==> config.mk <==
export PLATFORM = sky130hd
export DESIGN_NAME = sha256_msg_sched
export DESIGN_NICKNAME = d
export VERILOG_FILES = /design/src/rtl/sha256_msg_sched.sv
export SDC_FILE = /design/constraint.sdc
export NUM_CORES = 2
export LEC_CHECK = 0
export CAP_MARGIN = 0
export CORE_MARGIN = 2
export CORE_UTILIZATION = 66
export CTS_CLUSTER_SIZE = 20
export DETAILED_ROUTE_END_ITERATION = 10
export HOLD_SLACK_MARGIN = 0.02
export PLACE_DENSITY = 0.81
export SLEW_MARGIN = 5
export SYNTH_ARGS = -nofsm -noshare
export SYNTH_HDL_FRONTEND = slang
export SYNTH_SLANG_ARGS = --single-unit
==> constraint.sdc <==
create_clock -name clk -period 43.3 [get_ports clk]
set_clock_uncertainty 0.2 [all_clocks]
set_input_delay 12.99 -clock clk [delete_from_list [all_inputs] [get_ports clk]]
set_output_delay 12.99 -clock clk [all_outputs]
set_load 0.005 [all_outputs]
==> src/rtl/sha256_msg_sched.sv <==
// SHA-256 message-schedule front end: packs a 512-bit block from IN_W-bit beats,
// then streams W_0..W_{ROUNDS-1} to the round core over a valid/ready port.
module sha256_msg_sched #(
  parameter int IN_W   = 8,
  parameter int ROUNDS = 64
) (
  input  logic            clk,
  input  logic            rst,
  input  logic            abort,
  input  logic [IN_W-1:0] in_data,
  input  logic            in_valid,
  output logic            in_ready,
  output logic [31:0]     w_data,
  output logic [5:0]      w_idx,
  output logic            w_valid,
  input  logic            w_ready,
  output logic            busy,
  output logic            dbg_state
);

  localparam int         BEATS     = 32 / IN_W;
  localparam logic [1:0] LAST_BEAT = 2'(BEATS - 1);
  localparam logic [5:0] LAST_IDX  = 6'(ROUNDS - 1);

  typedef enum logic {ST_LOAD = 1'b0, ST_EMIT = 1'b1} state_t;

  state_t      r_state;
  state_t      w_state_nxt;
  logic [31:0] r_win [16];
  logic [31:0] r_pack;
  logic [1:0]  r_beat;
  logic [3:0]  r_word;
  logic [5:0]  r_idx;

  logic        w_in_fire;
  logic        w_out_fire;
  logic        w_word_done;
  logic        w_block_done;
  logic        w_shift_en;
  logic [31:0] w_packed;
  logic [31:0] w_new;
  logic [31:0] w_shift_in;

  function automatic logic [31:0] f_sigma0(input logic [31:0] x);
    return ((x >> 7) | (x << 25)) ^ ((x >> 18) | (x << 14)) ^ (x >> 3);
  endfunction

  function automatic logic [31:0] f_sigma1(input logic [31:0] x);
    return ((x >> 17) | (x << 15)) ^ ((x >> 19) | (x << 13)) ^ (x >> 10);
  endfunction

  // Handshake: a beat/word transfers on a rising edge where valid and ready are both high.
  assign in_ready  = (r_state == ST_LOAD);
  assign w_valid   = (r_state == ST_EMIT);
  assign w_data    = r_win[0];
  assign w_idx     = r_idx;
  assign busy      = (r_state == ST_EMIT) | (r_beat != 2'd0) | (r_word != 4'd0);
  assign dbg_state = r_state;

  assign w_in_fire    = in_valid & in_ready;
  assign w_out_fire   = w_valid & w_ready;
  assign w_word_done  = w_in_fire & (r_beat == LAST_BEAT);
  assign w_block_done = w_word_done & (r_word == 4'd15);

  // Earlier beats move up by one beat width; the new beat lands in the low bits.
  assign w_packed   = (r_pack << IN_W) | 32'(in_data);
  assign w_new      = f_sigma1(r_win[14]) + r_win[9] + f_sigma0(r_win[1]) + r_win[0];
  assign w_shift_en = (w_word_done | w_out_fire) & ~abort;
  assign w_shift_in = in_ready ? w_packed : w_new;

  always_ff @(posedge clk or posedge rst) begin
    if (rst) r_state <= ST_LOAD;
    else     r_state <= w_state_nxt;
  end

  always_comb begin
    w_state_nxt = r_state;
    if (abort) begin
      w_state_nxt = ST_LOAD;
    end else begin
      case (r_state)
        ST_LOAD: if (w_block_done) w_state_nxt = ST_EMIT;
        ST_EMIT: if (w_out_fire && (r_idx == LAST_IDX)) w_state_nxt = ST_LOAD;
        default: w_state_nxt = ST_LOAD;
      endcase
    end
  end

  always_ff @(posedge clk or posedge rst) begin
    if (rst) begin
      for (int i = 0; i < 16; i++) r_win[i] <= 32'd0;
      r_pack <= 32'd0;
      r_beat <= 2'd0;
      r_word <= 4'd0;
      r_idx  <= 6'd0;
    end else if (abort) begin
      r_beat <= 2'd0;
      r_word <= 4'd0;
      r_idx  <= 6'd0;
    end else begin
      if (w_in_fire) begin
        r_pack <= w_packed;
        r_beat <= (r_beat == LAST_BEAT) ? 2'd0 : r_beat + 2'd1;
        // Word counter wraps 15 -> 0 as the block completes.
        if (w_word_done) r_word <= r_word + 4'd1;
      end
      if (w_out_fire) r_idx <= (r_idx == LAST_IDX) ? 6'd0 : r_idx + 6'd1;
      if (w_shift_en) begin
        for (int i = 0; i < 15; i++) r_win[i] <= r_win[i+1];
        r_win[15] <= w_shift_in;
      end
    end
  end

endmodule

==> summary.txt <==
Worst setup path
  • Worst EP required: 43630 ps
  • CP Launch Type: input port
  • Max FO, Critical Path: 220
  • Crit path cell chain: clkdlybuf4s50_1, a21o_4, buf_12, buf_4, buf_4, nand2_1, nand2_1
  • CP arrival: ~17000 ps
  • Critical path's largest stage delay: ~900 ps
  • Critical path class: in -> reg
  • Family with the most delay on the worst path: buffers and inverters
  • WP buf/inv: 4
  • Critical Path Slowest Stage Cell: clkdlybuf4s50_1
  • Crit path capture type: flip-flop
  • Reg-to-reg slack, setup: around 38000 ps

Global routing
  • Initial antenna violation count: 0
  • Largest net degree at the start of global routing: 244
  • Global Route Usage Sum: between 30% and 40%
  • Vias in the first global route: 18000
  • Remaining global-route overflow: 0
  • Global-route wire length before repair: around 97000 um

Drt
  • Pre-antenna DRT Iters: 5
  • Antenna Violating Nets Remaining: 0
  • WL/cell: 18.06 um
  • Final wirelength: ~60000 um
  • DR vias: around 18000
  • Iter 0 DRT Violations: 1519
  • Drc violations: 0
  • DR vias/cell: around 5.5

Cells and area
  • Non-Filler Instances: around 3300
  • Layout cells sized above 1: 4.957%
  • Area added between synthesis and finish: 8.712%
  • Antenna Cells: 0
  • Final core utilization: between 70 and 80%
  • Fin area: 27710 um2
  • Layout Nets: 2875

Timing
  • Max Clock Freq: 58.81 MHz
  • Slew margin rel.: 24.48%
  • Hold_ws: 262.5 ps
  • Worst slew pin tran: around 1100 ps
  • Final WS setup: 26300 ps
  • Post-route minimum period: ~17000 ps
  • RSZ-0062 raised after global routing: no
  • Setup TNS: 0 ps
  • # setup viols final: 0
  • Fin crit share: between 30% and 40%
  • Final Hold Vio Count: 0
  • Slew Viols, Final: 0

Status
  • Outcome: complete, no violations

Synth
  • Ys flop type: dfrtp_1
  • Post-synthesis compound-gate area fraction: 5.527%
  • Mean Syn Cell Area: 8.976 um2
  • Post-Synthesis Cells: approximately 2800
  • Sequential share of the synthesized area: 53.89%
  • Synth unique cells: 57
  • Yosys reg bits: 549
  • Adder-cell area share of the yosys netlist: 6.636%
  • Post-synthesis simple-gate area fraction: around 22%
  • Synth Cell Area: 25490 um2
  • Post-synthesis mux area share: 1.536%
  • Post-synthesis xor/xnor area fraction: 4.982%
  • Syn_nets: about 3000
  • Synthesis Warnings: 0
  • Post-synth EDFFs: 0
  • Combinational family with the most area after synthesis: simple AND/OR/NAND/NOR gates
  • Async SR Flop Fraction: 100.0%

Floorplanning
  • Die height: 200.5 um
  • Num rows: 71
  • Die area: roughly 40000 um2
  • Core area: 37840 um2
  • Initial Util: 67.36%
  • # IOs: 55
  • Die width: 200.5 um

Placed design
  • GPL Wtd Cong: 0.9472
  • Cell Area, Placed: 25880 um2
  • Pre-CTS WS: 25580 ps
  • Post-DP HPWL: between 40000 and 50000 um
  • Cell total after placement: 3219
  • Number of port buffers: 54

Clocking
  • CTS H-Tree Depth: 2
  • Worst skew pair latency: 600 ps
  • CTS Buf Count: 54
  • Clk buf depth: 3
  • Number of post-CTS setup repair buffers: 0
  • CTS Sinks: 549
  • Clock transition at path regs: 60 ps
  • PostCTS Resize Cnt: 0
  • Root Buffer: clkbuf_16
  • Hold buffers post-CTS: 0
  • CTS tree: done

Power and ir drop
  • LEAKAGE: 14.94 nW
  • Max IR drop VDD: between 0.00004 and 0.00005 V
  • Pwr per Cell Area: roughly 57 nW/um2
  • Total power: approximately 1.6 mW

Hold path
  • Worst min path class: reg -> reg

Job
  • Number of max-cap violations: 0
-- synth_stat cells (2+ instances only) --
library cell / number / area [um2]
a211o_1: 2 / 17.52
a211oi_1: 2 / 15.01
a21boi_0: 2 / 15.01
a21o_1: 12 / 90.09
a21oi_1: 58 / 290.3
a21oi_2: 3 / 26.28
a31o_2: 3 / 26.28
a31oi_1: 4 / 25.02
and2_0: 2 / 12.51
and2b_1: 2 / 15.01
and3_1: 12 / 75.07
buf_1: 3 / 11.26
buf_2: 59 / 295.3
buf_4: 33 / 247.7
clkbuf_1: 103 / 386.6
dfrtp_1: 549 / 13740
fa_1: 62 / 1241
ha_1: 36 / 450.4
inv_1: 134 / 503.0
mux2_2: 25 / 281.5
mux2i_1: 11 / 110.1
nand2_1: 1325 / 4974
nand2b_1: 2 / 12.51
nand3_1: 19 / 95.09
nand4_1: 10 / 62.56
nor2_1: 42 / 157.7
nor2b_1: 2 / 12.51
nor3_1: 8 / 40.04
nor3b_1: 2 / 15.01
o211ai_1: 3 / 22.52
o21a_1: 4 / 30.03
o21ai_0: 122 / 610.6
o21ai_1: 8 / 40.04
o21bai_1: 5 / 37.54
o22ai_1: 3 / 18.77
o31ai_1: 3 / 22.52
o31ai_2: 2 / 25.02
xnor2_1: 81 / 709.4
xor2_1: 64 / 560.5
-- cell type report --
cell class,instances,area (um2)
multi-input combinational,1957,10320
tap,511,639.4
fill,2783,10130
clock buffer,86,1662
inverter,135,514.2
timing repair buffer,67,675.6
clock inverter,10,167.7
sequential,549,13740
-- tightest hold or removal path: stages (launching register included) --
cell,delay (ps)
dfrtp_1,340
nand2_1,50
nand2_1,50
-- layout by cell type, fill, tap and decap left out, types with 3 or more instances in the layout --
cell type / synthesis / final
nand3_1: 19 / 19
buf_12: 0 / 3
o21ai_0: 122 / 122
a21oi_1: 58 / 57
buf_4: 33 / 10
a21oi_2: 3 / 3
nor3_1: 8 / 8
a21o_1: 12 / 11
bufinv_16: 0 / 4
xor2_1: 64 / 64
o22ai_1: 3 / 3
mux2i_1: 11 / 11
mux2_2: 25 / 25
dfrtp_1: 549 / 549
ha_1: 36 / 36
fa_1: 62 / 62
o21ai_1: 8 / 8
inv_1: 134 / 133
a31o_2: 3 / 3
o21bai_1: 5 / 5
clkbuf_16: 0 / 54
clkinv_2: 0 / 3
o21a_1: 4 / 4
and3_1: 12 / 12
clkdlybuf4s50_1: 0 / 54
nand2_1: 1325 / 1325
o31ai_1: 3 / 3
xnor2_1: 81 / 81
nor2_1: 42 / 41
clkbuf_8: 0 / 19
clkbuf_1: 103 / 13
nand4_1: 10 / 10
o211ai_1: 3 / 3
a31oi_1: 4 / 4
-- sequential cells by signal, indices dropped and copies added, names as in the netlist --
signal	count
r_win	480
w_idx	6
dbg_state	1
w_data	32
r_pack	24
r_beat	2
r_word	4
-- routing by layer --
layer	routed length, um	track usage (%)
met2	27580	48.08
met5	0	0
met3	4026	5.519
met4	1955	10.98
met1	26290	44.42
-- path summary, 6_finish.rpt --
check	startpoint	endpoint	cells after the start
worst min register to register	r_win[297]	r_win[329]	2
worst max-delay path	abort	r_win[446]	7
max in group asynchronous	rst	r_win[358]	5
worst max register to register	r_win[52]	r_win[29]	15
min in group asynchronous	rst	r_win[347]	2
worst min-delay path	r_win[297]	r_win[329]	2
-- report_power, final --
part / total, mW / switching [mW] / leakage (nW) / internal [mW]
sequential: 0.581 / 0.0283 / 7.38 / 0.552
combinational: 0.517 / 0.325 / 6.66 / 0.192
clock: 0.479 / 0.193 / 0.897 / 0.285
-- kinds of logic (layout without fill, tap and decap cells) --
| kind of cell | Yosys count | in the layout |
|---|---|---|
| AND/OR/NAND/NOR | 1434 | 1434 |
| adder cells (fa/ha/maj) | 98 | 98 |
| flip-flops | 549 | 549 |
| multiplexers | 36 | 36 |
| buffers and inverters | 334 | 298 |
| XOR/XNOR | 145 | 145 |
| AO/OA/AOI/OAI | 244 | 244 |
Power figures use the tool's default switching activity.
